===== config.mk =====
export PLATFORM = sky130hd
export DESIGN_NAME = bsg_fifo_1r1w_small_hardened_multi
export DESIGN_NICKNAME = d
export VERILOG_FILES = /design/src/rtl/bsg_fifo_1r1w_small_hardened_multi.sv
export SDC_FILE = /design/constraint.sdc
export NUM_CORES = 1
export LEC_CHECK = 0
export ABC_AREA = 1
export BUFFER_PORTS_ARGS = -buffer_cell sky130_fd_sc_hd__buf_2
export CORE_UTILIZATION = 56
export DETAILED_ROUTE_END_ITERATION = 8
export PLACE_DENSITY_LB_ADDON = 0.08
export SKIP_LAST_GASP = 1
export SLEW_MARGIN = 10
export SYNTH_ARGS = -nofsm -noshare
export SYNTH_HDL_FRONTEND = slang
export SYNTH_SLANG_ARGS = --single-unit

===== constraint.sdc =====
create_clock -name clk_i -period 3.2 [get_ports clk_i]
set_clock_uncertainty 0.2 [all_clocks]
set_input_delay 0 -clock clk_i [delete_from_list [all_inputs] [get_ports clk_i]]
set_output_delay 0 -clock clk_i [all_outputs]
set_load 0.02 [all_outputs]

===== src/rtl/bsg_fifo_1r1w_small_hardened_multi.sv =====
// Bank of small circular-buffer FIFOs sharing one enqueue port.
// Each FIFO has its own head outputs and dequeue strobe.
module bsg_fifo_1r1w_small_hardened_multi #(
    parameter int width_p = 32,
    parameter int els_p   = 4,
    parameter int fifos_p = 4,
    localparam int lg_fifos = (fifos_p <= 1) ? 1 : $clog2(fifos_p)
) (
    input  logic                             clk_i,
    input  logic                             reset_i,
    input  logic                             v_i,
    input  logic [lg_fifos-1:0]              enq_id_i,
    input  logic [width_p-1:0]               data_i,
    output logic [fifos_p-1:0]               ready_param_o,
    output logic [fifos_p-1:0]               v_o,
    output logic [fifos_p-1:0][width_p-1:0]  data_o,
    input  logic [fifos_p-1:0]               yumi_i
);

    localparam int pw = $clog2(els_p);
    localparam int cw = $clog2(els_p + 1);

    for (genvar g = 0; g < fifos_p; g++) begin : fifo
        logic [pw-1:0]      rptr_q, rptr_d;
        logic [pw-1:0]      wptr_q, wptr_d;
        logic [cw-1:0]      cnt_q, cnt_d;
        logic               full, empty, enq, deq;
        logic [width_p-1:0] mem_q [els_p];

        assign full  = (cnt_q == cw'(els_p));
        assign empty = (cnt_q == '0);
        // Acceptance looks only at registered occupancy, never at yumi_i.
        assign enq = v_i && (enq_id_i == lg_fifos'(g)) && !full;
        assign deq = yumi_i[g] && !empty;

        always_comb begin
            wptr_d = wptr_q;
            rptr_d = rptr_q;
            cnt_d  = cnt_q;
            if (enq) begin
                wptr_d = (wptr_q == pw'(els_p - 1)) ? '0 : wptr_q + 1'b1;
            end
            if (deq) begin
                rptr_d = (rptr_q == pw'(els_p - 1)) ? '0 : rptr_q + 1'b1;
            end
            unique case ({enq, deq})
                2'b10:   cnt_d = cnt_q + 1'b1;
                2'b01:   cnt_d = cnt_q - 1'b1;
                default: cnt_d = cnt_q;
            endcase
        end

        always_ff @(posedge clk_i or posedge reset_i) begin
            if (reset_i) begin
                wptr_q <= '0;
                rptr_q <= '0;
                cnt_q  <= '0;
            end else begin
                wptr_q <= wptr_d;
                rptr_q <= rptr_d;
                cnt_q  <= cnt_d;
            end
        end

        always_ff @(posedge clk_i) begin
            if (enq) begin
                mem_q[wptr_q] <= data_i;
            end
        end

        assign ready_param_o[g] = !full;
        assign v_o[g]           = !empty;
        assign data_o[g]        = mem_q[rptr_q];
    end

endmodule


# --- Yosys cells after proc, flatten, opt, wreduce, memory -nomap -nowiden ---
# Memories as Yosys holds them, arrays and structs flattened.
# Index checks and enable logic that the tools add are counted.
word_totals:
  register_bits: 28
  out_inout_bits: 136
  mem_bits_ro: 0
  latch_bits: 0
  mem_bits_rw: 512
  memories: 4
classes:
  n_bitwise: 0
  n_eq_ne: 23
  n_addsub: 16
  mul: 0
  n_reduce_logical: 29
  n_mux: 20
  shift: 0
  div: 0
  n_lt_le_gt_ge: 0
memory_table:
  columns: ["name", "depth", "word_bits", "read_ports", "rd_clocked_by_memory_dff", "write_ports", "line", "rtl"]
  rows:
  - ["fifo[0].mem_q", 4, 32, 1, 0, 1, "28", "logic [width_p-1:0] mem_q [els_p];"]
  - ["fifo[1].mem_q", 4, 32, 1, 0, 1, "28", null]
  - ["fifo[2].mem_q", 4, 32, 1, 0, 1, "28", null]
  - ["fifo[3].mem_q", 4, 32, 1, 0, 1, "28", null]
ops:
  columns: ["op", "count"]
  rows:
  - ["2-bit equality test, second input constant", 14]
  - ["3-bit case mux with 2 select lines", 4]
  - ["2-bit by 1-bit adder with 2-bit output, second input constant", 8]
  - ["2-bit two-way mux", 8]
  - ["3-bit by 1-bit adder with 3-bit output, second input constant", 4]
  - ["3-bit equality test, second input constant", 4]
  - ["1-bit logical AND", 12]
  - ["3-bit logical NOT", 4]
  - ["3-bit by 1-bit subtractor with 3-bit output, second input constant", 4]
  - ["2-bit by 1-bit equality test with 1-bit output, second input constant", 5]
  - ["1-bit logical NOT", 8]
  - ["1-bit two-way mux", 8]
  - ["2-bit nonzero test", 4]
  - ["2-bit logical NOT", 1]

# --- Depth between registers and ports, before layout ---
logic_depth:
  ltp_word: 5
  ltp_mapped: 12
  mapped_depth_nobuf: 12

# --- Worst setup path before layout ---
# OpenSTA, ideal clock, no wires.
synth_timing:
  kind: "reg-to-reg"
  from: "register fifo[1].cnt_q[0]"
  to: "memory fifo[1].mem_q[0][0] (enable)"
  setup_ns: 0.421
  path_stages_with_launch: 5
  slack_ns: 0.314
  n_path_buf: 0
  t_arrival_ns: 2.265
  path_cell_list: "dfrtp_1 -> inv_1 -> nand3_1 -> nand2_1 -> nor2_1"
synth_via:
  elab_chain_cells: 5
synth_rtl:
  columns: ["item", "line", "rtl"]
  rows:
  - ["start: declaration", "26", "logic [cw-1:0] cnt_q, cnt_d;"]
  - ["start signal: assignment", "61", "cnt_q <= cnt_d;"]
  - ["3-bit equality test", "30", "assign full = (cnt_q == cw'(els_p));"]
  - ["1-bit logical NOT", null, null]
  - ["net ready_param_o[1]", "14", "output logic [fifos_p-1:0] ready_param_o,"]
  - ["1-bit logical AND", "33", "assign enq = v_i && (enq_id_i == lg_fifos'(g)) && !full;"]
  - ["1-bit two-way mux", "66", "if (enq) begin"]
  - ["1-bit two-way mux (not written as such)", "67", "mem_q[wptr_q] <= data_i;"]
  - ["end: declaration", "28", null]
# The timed path passes the listed nets, and every way through them passes these cells.

# --- Final worst setup path ---
layout_timing:
  from: "input enq_id_i[0]"
  to: "register fifo[2].cnt_q[1]"
layout_via:
  elab_chain_cells: 5
  word_cells_on_any_way: 7
  classes_between: "eq/ne (3); mux (1); reduce/logical (3)"
layout_rtl:
  columns: ["item", "line", "rtl"]
  rows:
  - ["start: declaration", "12", "input logic [lg_fifos-1:0] enq_id_i,"]
  - ["2-bit equality test (*)", "33", null]
  - ["1-bit logical AND (*) (2 in a row)", "33", null]
  - ["2-bit by 1-bit equality test with 1-bit output / 2-bit equality test (equally long branches)", "46", "unique case ({enq, deq})"]
  - ["3-bit case mux with 2 select lines / 2-bit nonzero test (equally long branches)", null, null]
  - ["end signal: assignment", "61", null]
  - ["end: declaration", "26", null]
# Mark *: on every way between the ends. The rest lies on a longest branch, timed or not.
# A chain may end at the register's enable or synchronous reset.

==> reports/summary.txt <==
outcome: finished clean
Placed Cells: 2375
drt pass-1 iters: 5
CTS buffer count: 54
Synth area leader: edfxtp_1
first-pass GRT wire length: 70.7 mm
top-area cell type share of the netlist area: 70.3%
DIE HEIGHT: 200 um
maximum VDD drop: 0.620 mV
pre-CTS setup slack: 0.933 ns
All-Layer GR Usage: 24.3%
Synth Flop Type: edfxtp_1
Worst Hold Class: input pin to register
Hold Crit Start: yumi_i[2]
Reg clk slew, reported paths: 0.06 ns
Layout area overhead: 16.2%
top post-synthesis cells by area: edfxtp_1, nand2_1, inv_1, o211ai_1, dfrtp_1
total power: 22.2 mW
DR vias: 13200
Detail Route Antenna Nets: 0
max-cap violations: 0
delay-heaviest family, CP: buffers and inverters
vias per cell: 5.23
fraction of layout instances using a drive strength above 1: 15.4%
Routed WL: 47.7 mm
global route overflow: 0
I/O Buffers: 176
Post-Syn Instances: 1733
PwrDens: 874 nW/um^2
nets@finish: 2027
f_max: 384 MHz
Slew @ Worst Pin: 0.749 ns
IO Count: 177
CTS sink cnt: 540
Initial Util: 56.7%
Row Count: 72
fin crit share: 81.4%
Detailed Place HPWL: 27.5 mm
Slew Limit Fails: 0
Reg2Reg Capture Point: fifo[3].cnt_q[2]
Synth cell types: 18
Synth Warn #: 0
RSZ-0062 raised after global routing: no
Iteration-0 DRC Markers: 802
CP Class: input pin to register
Finished Layout Cells: 2522
area of the core: 38600 um^2
R2R cell count: 10
Max Buffers Root-to-Sink: 3
R2R setup slack: 0.90 ns
Die X: 200 um
H-Tree Depth: 2
Critical Path AT: 2.90 ns
setup_tns: 0 ns
Slowest-stage cell, CP: dlygate4sd3_1
FF-to-FF Start: fifo[3].cnt_q[0]
crit path buf inv count: 5
syn_nets: 1802
syn_area_per_cell: 12.6 um^2
vias in the first global route: 12500
worst hold path depth: 4
drt drc: 0
delay of the slowest critical-path stage: 0.56 ns
largest net degree at the start of global routing: 79
final setup margin: 0.594 ns
ys async rst share: 5.19%
cell area after synthesis: 21900 um^2
Tmin final: 2.61 ns
register bit total from synthesis: 540
register area share after synthesis: 73.5%
CP Max Fanout: 7
Avg WL per Cell: 18.9 um
post-CTS sizing: 0
CTS tree: built
final cell area excluding filler cells: 25400 um^2
# setup viols final: 0
CTS root buffer: clkbuf_16
Pleak: 10.1 nW
Hold EP: fifo[2].rptr_q[0]
antenna violations before repair: 0
Fin. Hold Viols: 0
Crit path required time: 3.50 ns
Post-synth EDFFs: 512
dpl cell area: 23300 um^2
die area: 39900 um^2
CP Launch Type: input pin
Critical Path, Cell by Cell: dlygate4sd3_1 > buf_2 > inv_1 > nand2_1 > dlygate4sd3_1 > nor2_1 > nand2_1 > ha_1 > inv_1 > fa_1 > o21ai_0
Routability Congestion: 0.786
clk_lat worst skew: 0.59 ns
Setup crit end kind: register
Slew headroom: 50.1%
==> final cells by class <==
| cell class | instances | area (um^2) |
|---|---|---|
| sequential | 540 | 16100 |
| timing repair buffer | 253 | 1630 |
| clock buffer | 79 | 1570 |
| inverter | 311 | 1170 |
| multi-input combinational | 798 | 4180 |
| clock inverter | 21 | 126 |
| antenna | 2 | 5.00 |
| tap | 518 | 648 |
| fill | 2937 | 13100 |
==> power by group <==
group          internal (mW)  leakage, nW  switching, mW  total (mW)
clock network           3.46        0.835           2.52        5.99
logic                   2.28         4.33           4.89        7.17
registers               8.31         4.96          0.759        9.06
==> metal layers <==
metal,global-route usage (%),routed length (um)
met1,33.7,20900
met2,38.2,22500
met5,0,0
met3,3.97,2590
met4,10.8,1810
==> cell usage after synthesis (7+ instances only) <==
cell type,instances
buf_2,48
inv_1,311
edfxtp_1,512
buf_6,7
clkbuf_1,8
ha_1,24
nand3_1,28
dfrtp_1,28
a21oi_1,128
o211ai_1,128
nand2_1,318
nor2_1,28
buf_4,17
o21ai_0,132
==> cells in the final DEF, fill, tap and decap left out <==
cell type      netlist  layout
a21oi_1            128     128
buf_12               0       5
buf_2               48     176
buf_4               17      27
bufinv_16            0       1
clkbuf_1             8      16
clkbuf_16            0      57
clkbuf_8             0       6
clkinv_1             0       8
clkinv_2             0      10
clkinv_4             0       1
clkinvlp_4           0       1
dfrtp_1             28      20
dfrtp_2              0       4
dfrtp_4              0       4
diode_2              0       2
dlygate4sd3_1        0      45
edfxtp_1           512     512
fa_1                 4       4
ha_1                24      24
inv_1              311     311
nand2_1            318     318
nand3_1             28      28
nand4_1              4       4
nor2_1              28      12
nor2_2               0      16
o211ai_1           128     128
o21ai_0            132     132
xnor2_1              4       4
==> stage by stage <==
stage                     util, %  hold WS (ns)
after floorplan                 -        -0.135
after global placement       60.4       -0.0763
after detailed placement     60.4       -0.0692
after CTS                    65.9        0.0148
after global routing         65.9        0.0580
final                        65.9        0.0393
==> kinds of logic after synthesis <==
group	count (synthesis)	synth area share, %
fa+ha+maj	28	1.74
buf+inv	395	7.58
simple gates	378	6.69
flops	540	73.5
compound gates	388	10.3
xor+xnor	4	0.160
==> repair_timing <==
action | in CTS | in global routing
buffers inserted | 0 | 0
setup endpoints to repair | 0 | 0
hold endpoints to repair | 568 | 0
hold buffers | 45 | 0
==> tightest hold or removal path: cells and delay by family <==
kind / cells / cell delay, ns
buf+inv: 2 / 0.67
simple gates: 2 / 0.13
==> flip-flops by register name (all words and copies together) (netlist names) <==
signal and cells:
fifo.rptr_q 8, fifo.mem_q 512, fifo.cnt_q 12, fifo.wptr_q 8
==> how the worst max path moves through the flow <==
stage,start,end,slack [ns],depth (start not counted)
after floorplan,fifo[1].cnt_q[0],fifo[1].mem_q[0][0],0.31,4
after global placement,v_i,fifo[1].mem_q[0][19],0.97,6
after detailed placement,fifo[2].cnt_q[0],fifo[2].cnt_q[2],0.93,10
after CTS,fifo[0].rptr_q[0],data_o[23],0.56,5
after global routing,fifo[2].rptr_q[0],data_o[81],0.43,5
final,enq_id_i[0],fifo[2].cnt_q[1],0.59,11
No activity file was read; power rests on OpenSTA's default activity.
